$ cat src/rtl/mem_wb_if.sv
// MEM->WB bus: pipeline request, memory read data, stall/flush and write-back.
// slave = stage side, master = driver side (upstream, memory, register file).
interface mem_wb_if #(
    parameter int DATA_BITS = 64
);
    logic                 exValid;
    logic                 memRead;
    logic                 regWrite;
    logic [2:0]           loadType;
    logic [2:0]           addrLow;
    logic [DATA_BITS-1:0] aluResult;
    logic [4:0]           rdAddr;
    logic [DATA_BITS-1:0] readDataMem;
    logic                 stall;
    logic                 flush;
    logic                 wbValid;
    logic                 wbRegWrite;
    logic [4:0]           wbRdAddr;
    logic [DATA_BITS-1:0] wbData;
    logic                 misalignErr;
    logic                 loadPending;

    modport slave (
        input  exValid, memRead, regWrite, loadType, addrLow,
        input  aluResult, rdAddr, readDataMem, stall, flush,
        output wbValid, wbRegWrite, wbRdAddr, wbData,
        output misalignErr, loadPending
    );

    modport master (
        output exValid, memRead, regWrite, loadType, addrLow,
        output aluResult, rdAddr, readDataMem, stall, flush,
        input  wbValid, wbRegWrite, wbRdAddr, wbData,
        input  misalignErr, loadPending
    );
endinterface

$ cat src/rtl/mem_wb_stage.sv
// Two-register MEM/WB stage: S1 tracks the request, WB drives the register file.
// Ports: clk, rst (async, active-high), bus (mem_wb_if.slave).
module mem_wb_stage #(
    parameter int DATA_BITS = 64
) (
    input  logic      clk,
    input  logic      rst,
    mem_wb_if.slave   bus
);
    localparam logic [2:0] LB  = 3'd0;
    localparam logic [2:0] LBU = 3'd1;
    localparam logic [2:0] LH  = 3'd2;
    localparam logic [2:0] LHU = 3'd3;
    localparam logic [2:0] LW  = 3'd4;
    localparam logic [2:0] LWU = 3'd5;

    logic                 s1_valid_q;
    logic                 s1_memRead_q;
    logic                 s1_regWrite_q;
    logic [2:0]           s1_loadType_q;
    logic [2:0]           s1_addrLow_q;
    logic [DATA_BITS-1:0] s1_alu_q;
    logic [4:0]           s1_rd_q;

    logic                 captured_q;
    logic [DATA_BITS-1:0] hold_q;

    logic                 wbValid_q;
    logic                 wbRegWrite_q;
    logic [4:0]           wbRdAddr_q;
    logic [DATA_BITS-1:0] wbData_q;
    logic                 misalign_q;

    logic [DATA_BITS-1:0] src_d;
    logic [7:0]           byte_d;
    logic [15:0]          half_d;
    logic [31:0]          word_d;
    logic [DATA_BITS-1:0] load_d;
    logic                 aligned_d;
    logic                 misaligned_d;
    logic                 advance_d;

    // Memory data is only valid one cycle; a stalled load keeps its copy.
    always_comb begin
        src_d     = captured_q ? hold_q : bus.readDataMem;
        byte_d    = 8'(src_d >> {s1_addrLow_q, 3'b000});
        half_d    = 16'(src_d >> {s1_addrLow_q[2:1], 4'b0000});
        word_d    = 32'(src_d >> {s1_addrLow_q[2], 5'b00000});
        load_d    = src_d;
        aligned_d = 1'b1;
        case (s1_loadType_q)
            LB:  load_d = {{(DATA_BITS-8){byte_d[7]}}, byte_d};
            LBU: load_d = {{(DATA_BITS-8){1'b0}}, byte_d};
            LH: begin
                load_d    = {{(DATA_BITS-16){half_d[15]}}, half_d};
                aligned_d = ~s1_addrLow_q[0];
            end
            LHU: begin
                load_d    = {{(DATA_BITS-16){1'b0}}, half_d};
                aligned_d = ~s1_addrLow_q[0];
            end
            LW: begin
                load_d    = {{(DATA_BITS-32){word_d[31]}}, word_d};
                aligned_d = (s1_addrLow_q[1:0] == 2'b00);
            end
            LWU: begin
                load_d    = {{(DATA_BITS-32){1'b0}}, word_d};
                aligned_d = (s1_addrLow_q[1:0] == 2'b00);
            end
            default: begin
                load_d    = src_d;
                aligned_d = (s1_addrLow_q == 3'd0);
            end
        endcase
        misaligned_d = s1_memRead_q & ~aligned_d;
        advance_d    = ~bus.stall & ~bus.flush;
    end

    always_ff @(posedge clk or posedge rst) begin
        if (rst) begin
            s1_valid_q    <= 1'b0;
            s1_memRead_q  <= 1'b0;
            s1_regWrite_q <= 1'b0;
            s1_loadType_q <= 3'd0;
            s1_addrLow_q  <= 3'd0;
            s1_alu_q      <= '0;
            s1_rd_q       <= 5'd0;
        end else if (bus.flush) begin
            s1_valid_q    <= 1'b0;
        end else if (!bus.stall) begin
            s1_valid_q    <= bus.exValid;
            s1_memRead_q  <= bus.memRead;
            s1_regWrite_q <= bus.regWrite;
            s1_loadType_q <= bus.loadType;
            s1_addrLow_q  <= bus.addrLow;
            s1_alu_q      <= bus.aluResult;
            s1_rd_q       <= bus.rdAddr;
        end
    end

    // Capture only on the first stalled edge; later edges see stale data.
    always_ff @(posedge clk or posedge rst) begin
        if (rst) begin
            captured_q <= 1'b0;
            hold_q     <= '0;
        end else if (bus.flush || !bus.stall) begin
            captured_q <= 1'b0;
        end else if (s1_valid_q && s1_memRead_q && !captured_q) begin
            captured_q <= 1'b1;
            hold_q     <= bus.readDataMem;
        end
    end

    always_ff @(posedge clk or posedge rst) begin
        if (rst) begin
            wbValid_q    <= 1'b0;
            wbRegWrite_q <= 1'b0;
            misalign_q   <= 1'b0;
            wbRdAddr_q   <= 5'd0;
            wbData_q     <= '0;
        end else if (!advance_d) begin
            wbValid_q    <= 1'b0;
            wbRegWrite_q <= 1'b0;
            misalign_q   <= 1'b0;
        end else begin
            wbValid_q    <= s1_valid_q;
            wbRegWrite_q <= s1_valid_q & s1_regWrite_q & ~misaligned_d;
            misalign_q   <= s1_valid_q & misaligned_d;
            wbRdAddr_q   <= s1_rd_q;
            wbData_q     <= s1_memRead_q ? load_d : s1_alu_q;
        end
    end

    assign bus.wbValid     = wbValid_q;
    assign bus.wbRegWrite  = wbRegWrite_q;
    assign bus.wbRdAddr    = wbRdAddr_q;
    assign bus.wbData      = wbData_q;
    assign bus.misalignErr = misalign_q;
    assign bus.loadPending = s1_valid_q & s1_memRead_q & s1_regWrite_q;
endmodule

$ cat src/flat_wrapper.sv
// flat-port wrapper written by rule: the top's interface ports become plain ports
module mem_wb_stage_flat 
#(
    parameter int DATA_BITS = 64
)
  (clk, rst, bus_exValid, bus_memRead, bus_regWrite, bus_loadType, bus_addrLow, bus_aluResult, bus_rdAddr, bus_readDataMem, bus_stall, bus_flush, bus_wbValid, bus_wbRegWrite, bus_wbRdAddr, bus_wbData, bus_misalignErr, bus_loadPending);
  mem_wb_if #(.DATA_BITS(DATA_BITS)) bus_i ();
  input  logic clk;
  input  logic rst;
  input wire logic [$bits(bus_i.exValid)-1:0] bus_exValid;
  input wire logic [$bits(bus_i.memRead)-1:0] bus_memRead;
  input wire logic [$bits(bus_i.regWrite)-1:0] bus_regWrite;
  input wire logic [$bits(bus_i.loadType)-1:0] bus_loadType;
  input wire logic [$bits(bus_i.addrLow)-1:0] bus_addrLow;
  input wire logic [$bits(bus_i.aluResult)-1:0] bus_aluResult;
  input wire logic [$bits(bus_i.rdAddr)-1:0] bus_rdAddr;
  input wire logic [$bits(bus_i.readDataMem)-1:0] bus_readDataMem;
  input wire logic [$bits(bus_i.stall)-1:0] bus_stall;
  input wire logic [$bits(bus_i.flush)-1:0] bus_flush;
  output wire logic [$bits(bus_i.wbValid)-1:0] bus_wbValid;
  output wire logic [$bits(bus_i.wbRegWrite)-1:0] bus_wbRegWrite;
  output wire logic [$bits(bus_i.wbRdAddr)-1:0] bus_wbRdAddr;
  output wire logic [$bits(bus_i.wbData)-1:0] bus_wbData;
  output wire logic [$bits(bus_i.misalignErr)-1:0] bus_misalignErr;
  output wire logic [$bits(bus_i.loadPending)-1:0] bus_loadPending;
  assign bus_i.exValid = bus_exValid;
  assign bus_i.memRead = bus_memRead;
  assign bus_i.regWrite = bus_regWrite;
  assign bus_i.loadType = bus_loadType;
  assign bus_i.addrLow = bus_addrLow;
  assign bus_i.aluResult = bus_aluResult;
  assign bus_i.rdAddr = bus_rdAddr;
  assign bus_i.readDataMem = bus_readDataMem;
  assign bus_i.stall = bus_stall;
  assign bus_i.flush = bus_flush;
  assign bus_wbValid = bus_i.wbValid;
  assign bus_wbRegWrite = bus_i.wbRegWrite;
  assign bus_wbRdAddr = bus_i.wbRdAddr;
  assign bus_wbData = bus_i.wbData;
  assign bus_misalignErr = bus_i.misalignErr;
  assign bus_loadPending = bus_i.loadPending;
  mem_wb_stage #(.DATA_BITS(DATA_BITS)) u_core (.clk(clk), .rst(rst), .bus(bus_i));
endmodule
$ cat config.mk
export PLATFORM = sky130hd
export DESIGN_NAME = mem_wb_stage_flat
export DESIGN_NICKNAME = d
export VERILOG_FILES = /design/src/rtl/mem_wb_if.sv /design/src/rtl/mem_wb_stage.sv /design/src/flat_wrapper.sv
export SDC_FILE = /design/constraint.sdc
export NUM_CORES = 1
export LEC_CHECK = 0
export CAP_MARGIN = 10
export CORE_MARGIN = 2
export CORE_UTILIZATION = 45
export CTS_CLUSTER_SIZE = 25
export DETAILED_ROUTE_END_ITERATION = 6
export PLACE_DENSITY = 0.77
export SLEW_MARGIN = 40
export SYNTH_ARGS = -nofsm -noshare
export SYNTH_HDL_FRONTEND = slang
export SYNTH_SLANG_ARGS = --single-unit
$ cat constraint.sdc
create_clock -name clk -period 7.4 [get_ports clk]
set_clock_uncertainty 0.15 [all_clocks]
set_input_delay 1.48 -clock clk [delete_from_list [all_inputs] [get_ports clk]]
set_output_delay 1.48 -clock clk [all_outputs]
set_load 0.03 [all_outputs]
==> impl_metrics.toml, run 1 <==
[sta]
min_period_over_period_pct = 51.7
max-slew-margin-rel_pct = 42.8
tightestPinTransition_ns = 0.857
maxClockFrequency_ghz = 0.261
finalMaxSlewViolations = 0
setup_violations = 0
fin_worst_hold_slack_ns = 0.314
post-route-min-period_ns = 3.83
rsz_0062_raised_after_global_routing = "false"
final_hold_violating_endpoints = 0
total_negative_slack_ns = 0

[cts]
cts_buffer_count = 24
clock_sinks = 215
post-cts-setup-buffer-count = 0
cts_root_buffer = "clkbuf_16"
cts_tree = "built"
clkSlewWorstSetupHoldPaths_ns = 0.06
htree_levels = 1
postCtsHoldBufs = 0
postCtsResizedCells = 0
cts.path.max_buffers = 3
clock_insertion_delay_worst_skew_ns = 0.52

[power]
power.share.sequential_pct = 41.0
power.static_leakage_nw = 6.12
switching_share_pct = 32.5
power_density_mw_per_mm2 = 271
pwr-share-clk_pct = 31.1
max-vdd-ir-drop_v = 0.000159
switchingPower_mw = 1.27
comb_power_share_pct = 28.0
intPower_mw = 2.64

[yosys]
post_synthesis_average_cell_area_sq_um = 9.93
yosys_most_used_dff = "dfrtp_1"
yosys_register_bits = 215
synthCells = 1132
synth-edff-count = 0
synth_seq_area_share_pct = 47.9
netlist-cell-type-count = 48
number_of_nets_produced_by_synthesis = 1278
async_reset_ff_share_pct = 100
synth.cell_area_sq_mm = 0.0112
yosysWarningCount = 0

[detailed_routing]
detail_route.drc_violations = 0
finalWirelength_um = 36100
count_of_routing_violations_after_the_opening_detailed_route_iteration = 1138
vias = 9699
final_antenna_net_count = 0
drt_pass1_iterations = 6
drt-wirelength-per-cell_um = 22.0
detail_route.vias_per_cell = 5.92

[critical_path]
cp.required_ns = 7.59
path_class = "in2reg"
path_common_cell = "o311ai_0"
worstSetupStartpointType = "primary input"
crit_arrival_ns = 4.02
critical_path.n_buffers_inverters = 1
timing.critical_path.fanout_max = 14
critPathTopFamily = "compound AO/OA/AOI/OAI gates"
critPathSlowestCell = "o31ai_1"
end_kind = "register"
crit_chain = "clkdlybuf4s50_1 > mux2_2 > o311ai_0 > nor3_4 > o31ai_1 > o311ai_0"
critical-path-max-stage-delay_ns = 0.62

[floorplanning]
core_area_sq_mm = 0.0244
start_util_pct = 46.1
die_y_um = 162
fp.dieArea_sq_mm = 0.0263
design.portCount = 219
chipWidth_um = 162
row_count = 57

[global_route]
first_global_vias = 9618
grt_first_pass_wirelength_um = 55100
globalRouteOverflowTotal = 0
maximum_number_of_pins_on_one_net_before_global_route_repair = 118
total_track_usage_pct = 27.1
grt_antenna_before_repair = 1

[final_layout]
flow.area_growth_from_synthesis_pct = 28.3
filler_cells_inserted = 2118
antennaDiodeCount = 0
commonest_non_fill_non_tap_cells_in_the_layout = "290 x nand2_1, 218 x clkdlybuf4s50_1, 213 x dfrtp_1"
ff_latch_area_sq_mm = 0.00539
area_occupied_by_multi_input_gates_sq_mm = 0.00544
final_layout_size_suffix_gt1_share_pct = 13.5
final_net_count = 1444
most_common_library_cell_in_the_layout_ignoring_fill_and_taps = "nand2_1"

[place]
place.gp.congestion = 0.918
numPortBuffers = 218
detailed_place_hpwl_um = 25000

[run_status]
status = "finished, final reports clean"

[run]
cap_violations = 0

[hold_path]
hold_path.class = "reg2reg"
[final timing paths]
kind | startpoint | endpoint | slack (ns) | depth (start not counted)
setup / recovery | bus_readDataMem[31] | u_core.bus.wbData[23] | 3.57 | 6
hold / removal | u_core.s1_alu_q[63] | u_core.s1_alu_q[63] | 0.31 | 2
setup reg to reg | u_core.captured_q | u_core.bus.wbData[27] | 4.02 | 5
hold reg to reg | u_core.s1_alu_q[63] | u_core.s1_alu_q[63] | 0.31 | 2
max in group asynchronous | rst | u_core.hold_q[57] | 4.77 | 3
min in group asynchronous | rst | u_core.hold_q[28] | 1.21 | 2
[through the flow]
stage	instances	worst slack (ns)	utilization (%)	power [mW]	cell area, sq um
floorplan	1132	2.97	-	2.23	11200
global placement	1595	3.18	55.7	2.66	13600
detailed placement	1595	3.06	55.8	2.70	13600
CTS	1638	3.59	59.0	3.92	14400
global route	1639	3.41	59.1	4.07	14400
finish	1639	3.57	59.1	3.91	14400
[synth_stat cells (2+ instances only)]
cell	n	share of area, %
or2_2	5	0.28
nand2b_1	5	0.28
o221ai_1	8	0.62
o311ai_0	15	1.2
buf_6	2	0.20
o21ai_0	56	2.5
mux2i_1	72	6.4
and2_1	4	0.22
mux2_2	89	8.9
nor2b_1	2	0.11
buf_1	10	0.33
buf_2	21	0.93
a21oi_1	61	2.7
o2bb2ai_1	5	0.39
clkbuf_1	59	2.0
nand3_1	11	0.49
a221oi_1	12	0.93
nand2_1	291	9.7
inv_1	17	0.57
o2111ai_1	7	0.55
a32oi_1	4	0.31
mux4_2	22	4.4
nor3_1	2	0.089
nor2_1	40	1.3
a32o_1	2	0.18
a2bb2oi_1	13	1.0
and3_1	10	0.56
o211ai_1	14	0.93
o31ai_1	13	0.87
a22oi_1	2	0.13
dfrtp_1	215	48
a221o_1	7	0.62
or3_1	21	1.2
[per-layer routing]
metal  part of all wire, %  global-route usage [%]  vias up
met1                    40                    36.7     4740
met2                    46                    42.4      526
li1                      -                       -     4344
met5                 0.036                       0        -
met4                   4.1                    10.7        2
met3                   9.9                    6.44       87
[worst reg2reg max path: cells and delay by family, from the launching register on]
family                 cells  cell delay [ns]
AOI/OAI and AO/OA          3             0.96
muxes                      1             0.80
DFF                        1             0.74
buffers and inverters      1             0.59
[power groups by stage]
stage,Clock [mW],Sequential [mW],Combinational [mW]
detailed placement,0,1.61,1.09
global route,1.27,1.63,1.17
CTS,1.23,1.60,1.09
floorplan,0,1.73,0.506
global placement,0,1.60,1.06
finish,1.22,1.60,1.09
[state kept, by name, summed over array words and instances, names as in the netlist]
register	count
u_core.bus.wbData	64
u_core.hold_q	64
u_core.s1_alu_q	64
u_core.bus.wbRdAddr	5
u_core.s1_rd_q	5
u_core.s1_addrLow_q	3
u_core.s1_loadType_q	3
u_core.bus.misalignErr	1
u_core.bus.wbRegWrite	1
u_core.bus.wbValid	1
u_core.captured_q	1
u_core.s1_memRead_q	1
u_core.s1_regWrite_q	1
u_core.s1_valid_q	1
[cells by family after synthesis]
kind of cell    synth area share, %
simple gates                   14.8
compound gates                 13.6
flops                          47.9
mux                            19.7
buf+inv                        4.04
[final cells by class]
| class | count | share of cell area [%] |
|---|---|---|
| Clock buffer | 37 | 4.93 |
| Clock inverter | 6 | 0.572 |
| Inverter | 18 | 0.494 |
| Multi-Input combinational cell | 807 | 37.7 |
| Sequential cell | 215 | 37.3 |
| Tap cell | 324 | 2.81 |
| Timing Repair Buffer | 232 | 16.1 |
(Power assumes the default switching activity.)
==> run 2: changes to the inputs <==
==> constraint.sdc (replaced) <==
create_clock -name clk -period 3.2 [get_ports clk]
set_clock_uncertainty 0.15 [all_clocks]
set_input_delay 0.64 -clock clk [delete_from_list [all_inputs] [get_ports clk]]
set_output_delay 0.64 -clock clk [all_outputs]
set_load 0.03 [all_outputs]
==> run 2 against run 1 <==
Flip-flop and latch count did not move. Via count rose by 1.6%. Highest routed layer unchanged. Clock power rose by 140%.
==> impl_metrics.toml, run 2 (synthesized netlist as in run 1, its figures left out) <==
[floorplanning]
start_util_pct = 46.1
design.portCount = 219
core_area_sq_mm = 0.0244
fp.dieArea_sq_mm = 0.0263
chipWidth_um = 162
row_count = 57
die_y_um = 162

[final_layout]
postLayoutCellArea_sq_mm = 0.0148
most_common_library_cell_in_the_layout_ignoring_fill_and_taps = "nand2_1"
antennaDiodeCount = 0
commonest_non_fill_non_tap_cells_in_the_layout = "291 x nand2_1, 218 x clkdlybuf4s50_1, 213 x dfrtp_1"
final_layout_size_suffix_gt1_share_pct = 15.6
final_net_count = 1474
filler_cells_inserted = 2049
flow.area_growth_from_synthesis_pct = 31.7

[cts]
cts_root_buffer = "clkbuf_16"
cts.path.max_buffers = 3
clkSlewWorstSetupHoldPaths_ns = 0.07
postCtsResizedCells = 0
post-cts-setup-buffer-count = 0
cts_buffer_count = 24
postCtsHoldBufs = 0
htree_levels = 1
clock_insertion_delay_worst_skew_ns = 0.53
clock_sinks = 215
cts_tree = "built"

[sta]
tightestPinTransition_ns = 0.719
post-route-min-period_ns = 2.78
final_hold_violating_endpoints = 0
min_period_over_period_pct = 86.9
setup_violations = 0
fin_worst_hold_slack_ns = 0.316
max-slew-margin-rel_pct = 50.7
finalMaxSlewViolations = 0
rsz_0062_raised_after_global_routing = "false"
maxClockFrequency_ghz = 0.360

[place]
numPortBuffers = 218
placement.cell_area_sq_mm = 0.0140
place.gp.congestion = 0.919
detailed_place_hpwl_um = 26500

[critical_path]
cp.required_ns = 3.45
end_kind = "register"
regToRegEndpoint = "u_core.bus.wbData[56]"
startpoint_of_the_lowest_slack_register_to_register_path = "u_core.s1_addrLow_q[1]"
timing.critical_path.fanout_max = 13
reg2reg_setup_slack_ns = 0.42
crit_arrival_ns = 3.03
path_class = "reg2reg"
r2r.worst_path.cells = 6
worstSetupStartpointType = "register"

[global_route]
total_track_usage_pct = 28.1
grt_first_pass_wirelength_um = 56900
first_global_vias = 9646
maximum_number_of_pins_on_one_net_before_global_route_repair = 80
grt_antenna_before_repair = 1
globalRouteOverflowTotal = 0

[power]
max-vdd-ir-drop_v = 0.000407
power.static_leakage_nw = 6.33
power_density_mw_per_mm2 = 627
totalPowerFinal_mw = 9.29

[hold_path]
worst_hold_path.endpoint = "u_core.bus.wbRdAddr[4]"
min-delay-start = "u_core.s1_rd_q[4]"
hold_path.class = "reg2reg"
timing.hold.worst_path_depth = 2

[detailed_routing]
detail_route.vias_per_cell = 5.90
detail_route.drc_violations = 0
finalWirelength_um = 37200
drt_pass1_iterations = 6
vias = 9851
count_of_routing_violations_after_the_opening_detailed_route_iteration = 908
final_antenna_net_count = 0
drt-wirelength-per-cell_um = 22.3

[run]
cap_violations = 0

[run_status]
status = "finished, final reports clean"
==> run 2: report_power, final <==
part / leakage (nW) / internal, mW / switching [mW] / total [mW]
registers: 2.65 / 3.28 / 0.451 / 3.73
clock network: 0.412 / 1.81 / 1.15 / 2.96
logic: 3.27 / 1.19 / 1.40 / 2.60
total: 6.33 / 6.28 / 3.01 / 9.29
==> run 2: critical path, stage by stage (launching register included) <==
cell and delay (ns):
dfrtp_1 0.69, buf_4 0.30, mux4_2 0.31, mux2_2 0.33, o2bb2ai_2 0.17, or3_4 0.51, a2bb2oi_1 0.18
==> run 2: area by class of cell <==
class | instances | area [sq um] | area share, %
Clock buffer | 36 | 727 | 4.91
Clock inverter | 8 | 120 | 0.811
Inverter | 18 | 71.3 | 0.482
Multi-Input combinational cell | 807 | 5430 | 36.7
Sequential cell | 215 | 5390 | 36.4
Tap cell | 324 | 405 | 2.74
Timing Repair Buffer | 262 | 2660 | 18.0
==> run 2: how the worst max path moves through the flow <==
| stage | from | to | depth (start not counted) |
|---|---|---|---|
| 3_5_place_dp | bus_readDataMem[15] | u_core.bus.wbData[56] | 6 |
| 3_3_place_gp | bus_readDataMem[31] | u_core.bus.wbData[57] | 6 |
| 2_1_floorplan | rst | u_core.bus.misalignErr | 1 |
| 4_1_cts | u_core.s1_memRead_q | bus_loadPending | 2 |
| 5_1_grt | u_core.s1_addrLow_q[0] | u_core.bus.wbData[27] | 6 |
| 6_report | u_core.s1_addrLow_q[1] | u_core.bus.wbData[56] | 6 |
==> run 2: per-layer routing <==
layer	vias up	part of all wire, %	global-route usage [%]
met1	4835	40	38.3
li1	4410	-	-
met5	-	0.032	0
met2	513	46	43.5
met4	2	4.1	11.2
met3	91	9.8	6.74
==> run 2: metrics by stage <==
stage | util, % | std cells | TNS [ns] | worst slack, ns
2_1_floorplan | - | 1132 | -83.45 | -0.388
3_3_place_gp | 57.2 | 1626 | 0 | 0.188
3_5_place_dp | 57.2 | 1626 | 0 | 0.156
4_1_cts | 60.7 | 1670 | 0 | 0.431
5_1_grt | 60.7 | 1670 | 0 | 0.282
6_report | 60.7 | 1670 | 0 | 0.420
==> run 3: changes to the inputs <==
--- a/config.mk
+++ b/config.mk
@@ -8,8 +8,10 @@
 export CAP_MARGIN = 10
 export CORE_MARGIN = 2
 export CORE_UTILIZATION = 45
+export CTS_BUF_LIST = sky130_fd_sc_hd__clkbuf_2 sky130_fd_sc_hd__clkbuf_4 sky130_fd_sc_hd__clkbuf_8
 export CTS_CLUSTER_SIZE = 25
 export DETAILED_ROUTE_END_ITERATION = 6
+export HOLD_SLACK_MARGIN = 0.1
 export PLACE_DENSITY = 0.77
 export SLEW_MARGIN = 40
 export SYNTH_ARGS = -nofsm -noshare
==> run 3 against run 2 <==
Worst setup slack worse by 0.0070 ns. Global-route usage is 0.19 points higher. Maximum frequency down 0.25%. Utilization rose by 0.16 points. Highest routed layer unchanged. Largest cell class unchanged. Register-to-register slack barely moved. Worst hold slack got worse by 0.0015 ns. Critical path depth stayed put. Sequential share of layout area is 0.095 points lower.
==> impl_metrics.toml, run 3 (synthesized netlist as in run 1, its figures left out) <==
[global_route]
grt_first_pass_wirelength_um = 57100
grt_antenna_before_repair = 3
first_global_vias = 9741
maximum_number_of_pins_on_one_net_before_global_route_repair = 80
globalRouteOverflowTotal = 0
total_track_usage_pct = 28.3

[critical_path]
startpoint_of_the_lowest_slack_register_to_register_path = "u_core.s1_addrLow_q[1]"
critical_path_depth = 6
critPathSlowestCell = "dfrtp_1"
crit_start = "u_core.s1_addrLow_q[1]"
timing.critical_path.fanout_max = 13
r2r.worst_path.cells = 6
critical-path-max-stage-delay_ns = 0.70
path_class = "reg2reg"
crit_arrival_ns = 3.04
critPathTopFamily = "flip-flops"
reg2reg_setup_slack_ns = 0.41
cp.required_ns = 3.45
worstSetupEndpoint = "u_core.bus.wbData[52]"
end_kind = "register"
regToRegEndpoint = "u_core.bus.wbData[52]"
worstSetupStartpointType = "register"
crit_chain = "buf_4 > mux4_2 > mux2_2 > o2bb2ai_2 > or3_4 > a2bb2oi_1"
critical_path.n_buffers_inverters = 1

[final_layout]
most_common_library_cell_in_the_layout_ignoring_fill_and_taps = "nand2_1"
fin_util_pct = 60.9
flow.area_growth_from_synthesis_pct = 32.0
commonest_non_fill_non_tap_cells_in_the_layout = "291 x nand2_1, 218 x clkdlybuf4s50_1, 213 x dfrtp_1"
instances_no_fill = 1697
final_layout_size_suffix_gt1_share_pct = 17.6
antennaDiodeCount = 0
filler_cells_inserted = 2047
final_net_count = 1489

[sta]
rsz_0062_raised_after_global_routing = "false"
tightestPinTransition_ns = 0.756
finalMaxSlewViolations = 0
min_period_over_period_pct = 87.1
maxClockFrequency_ghz = 0.359
final_hold_violating_endpoints = 0
max-slew-margin-rel_pct = 48.1
postLayoutSetupSlackWorst_ns = 0.413
post-route-min-period_ns = 2.79
setup_violations = 0

[power]
totalPowerFinal_mw = 9.21
power_density_mw_per_mm2 = 621
switchingPower_mw = 3.05
power.share.sequential_pct = 40.4
switching_share_pct = 33.1
pwr-share-clk_pct = 31.4
max-vdd-ir-drop_v = 0.000425
intPower_mw = 6.16
power.static_leakage_nw = 6.39
comb_power_share_pct = 28.2

[detailed_routing]
detail_route.drc_violations = 0
final_antenna_net_count = 0
detail_route.vias_per_cell = 5.85
drt-wirelength-per-cell_um = 21.9
drt_pass1_iterations = 5
count_of_routing_violations_after_the_opening_detailed_route_iteration = 1001
vias = 9932
finalWirelength_um = 37200

[place]
detailed_place_hpwl_um = 26500
numPortBuffers = 218
place.gp.congestion = 0.919
dpl.cell_count = 1626
dp_worst_setup_slack_ns = 0.156

[cts]
cts_root_buffer = "clkbuf_8"
clock_sinks = 215
cts_tree = "built"
cts_buffer_count = 39
post-cts-setup-buffer-count = 0
postCtsResizedCells = 0
clock_insertion_delay_worst_skew_ns = 0.55
clkSlewWorstSetupHoldPaths_ns = 0.06
cts.path.max_buffers = 3
postCtsHoldBufs = 0
htree_levels = 2

[hold_path]
hold_path.class = "reg2reg"
min-delay-start = "u_core.s1_rd_q[3]"

[floorplanning]
fp.dieArea_sq_mm = 0.0263
core_area_sq_mm = 0.0244
chipWidth_um = 162
start_util_pct = 46.1
die_y_um = 162
design.portCount = 219
row_count = 57

[run]
cap_violations = 0

[run_status]
status = "finished, final reports clean"
-- run 3: worst reg2reg max path: cells and delay by family, from the launching register on --
kind                   cells  cell delay (ns)
muxes                      2             0.64
DFF                        1             0.70
buffers and inverters      1             0.31
and+or+nand+nor            1             0.51
AOI/OAI and AO/OA          2             0.35
-- run 3: metrics by stage --
step                      TNS (ns)  hold WS (ns)  area (sq um)
final                            0         0.315         14800
after global routing             0         0.328         14800
after detailed placement         0         0.309         14000
after CTS                        0         0.314         14800
after floorplan             -83.45         0.288         11200
after global placement           0         0.296         14000
-- run 3: cell type report --
type                       instances  area (sq um)  area share (%)
multi-input combinational        807          5430            36.6
tap                              324           405            2.73
clock inverter                     4          26.3           0.177
sequential                       215          5390            36.3
inverter                          18          71.3           0.480
clock buffer                      67           860            5.79
timing repair buffer             262          2660            17.9
-- run 3: worst min path at each step --
stage / end / cells after the start / slack, ns
global route: u_core.bus.wbRdAddr[3] / 2 / 0.33
detailed placement: u_core.s1_alu_q[48] / 2 / 0.31
CTS: u_core.bus.wbRdAddr[3] / 2 / 0.31
global placement: u_core.bus.wbRdAddr[3] / 2 / 0.30
finish: u_core.bus.wbRdAddr[3] / 2 / 0.31
floorplan: u_core.s1_alu_q[10] / 2 / 0.29
-- run 3: power by group through the flow --
stage / registers [mW] / clock network, mW / logic, mW
finish: 3.73 / 2.89 / 2.60
global route: 3.78 / 3.06 / 2.77
CTS: 3.71 / 2.92 / 2.59
detailed placement: 3.74 / 0 / 2.59
global placement: 3.73 / 0 / 2.53
floorplan: 3.99 / 0 / 1.17
-- run 3: routing by layer --
metal / vias up / routed length (um) / global-route usage (%)
met1: 4858 / 15300 / 38.4
met5: - / 26 / 0
met3: 112 / 3330 / 6.79
met4: 4 / 1500 / 12.0
met2: 501 / 17000 / 43.7
li1: 4457 / - / -
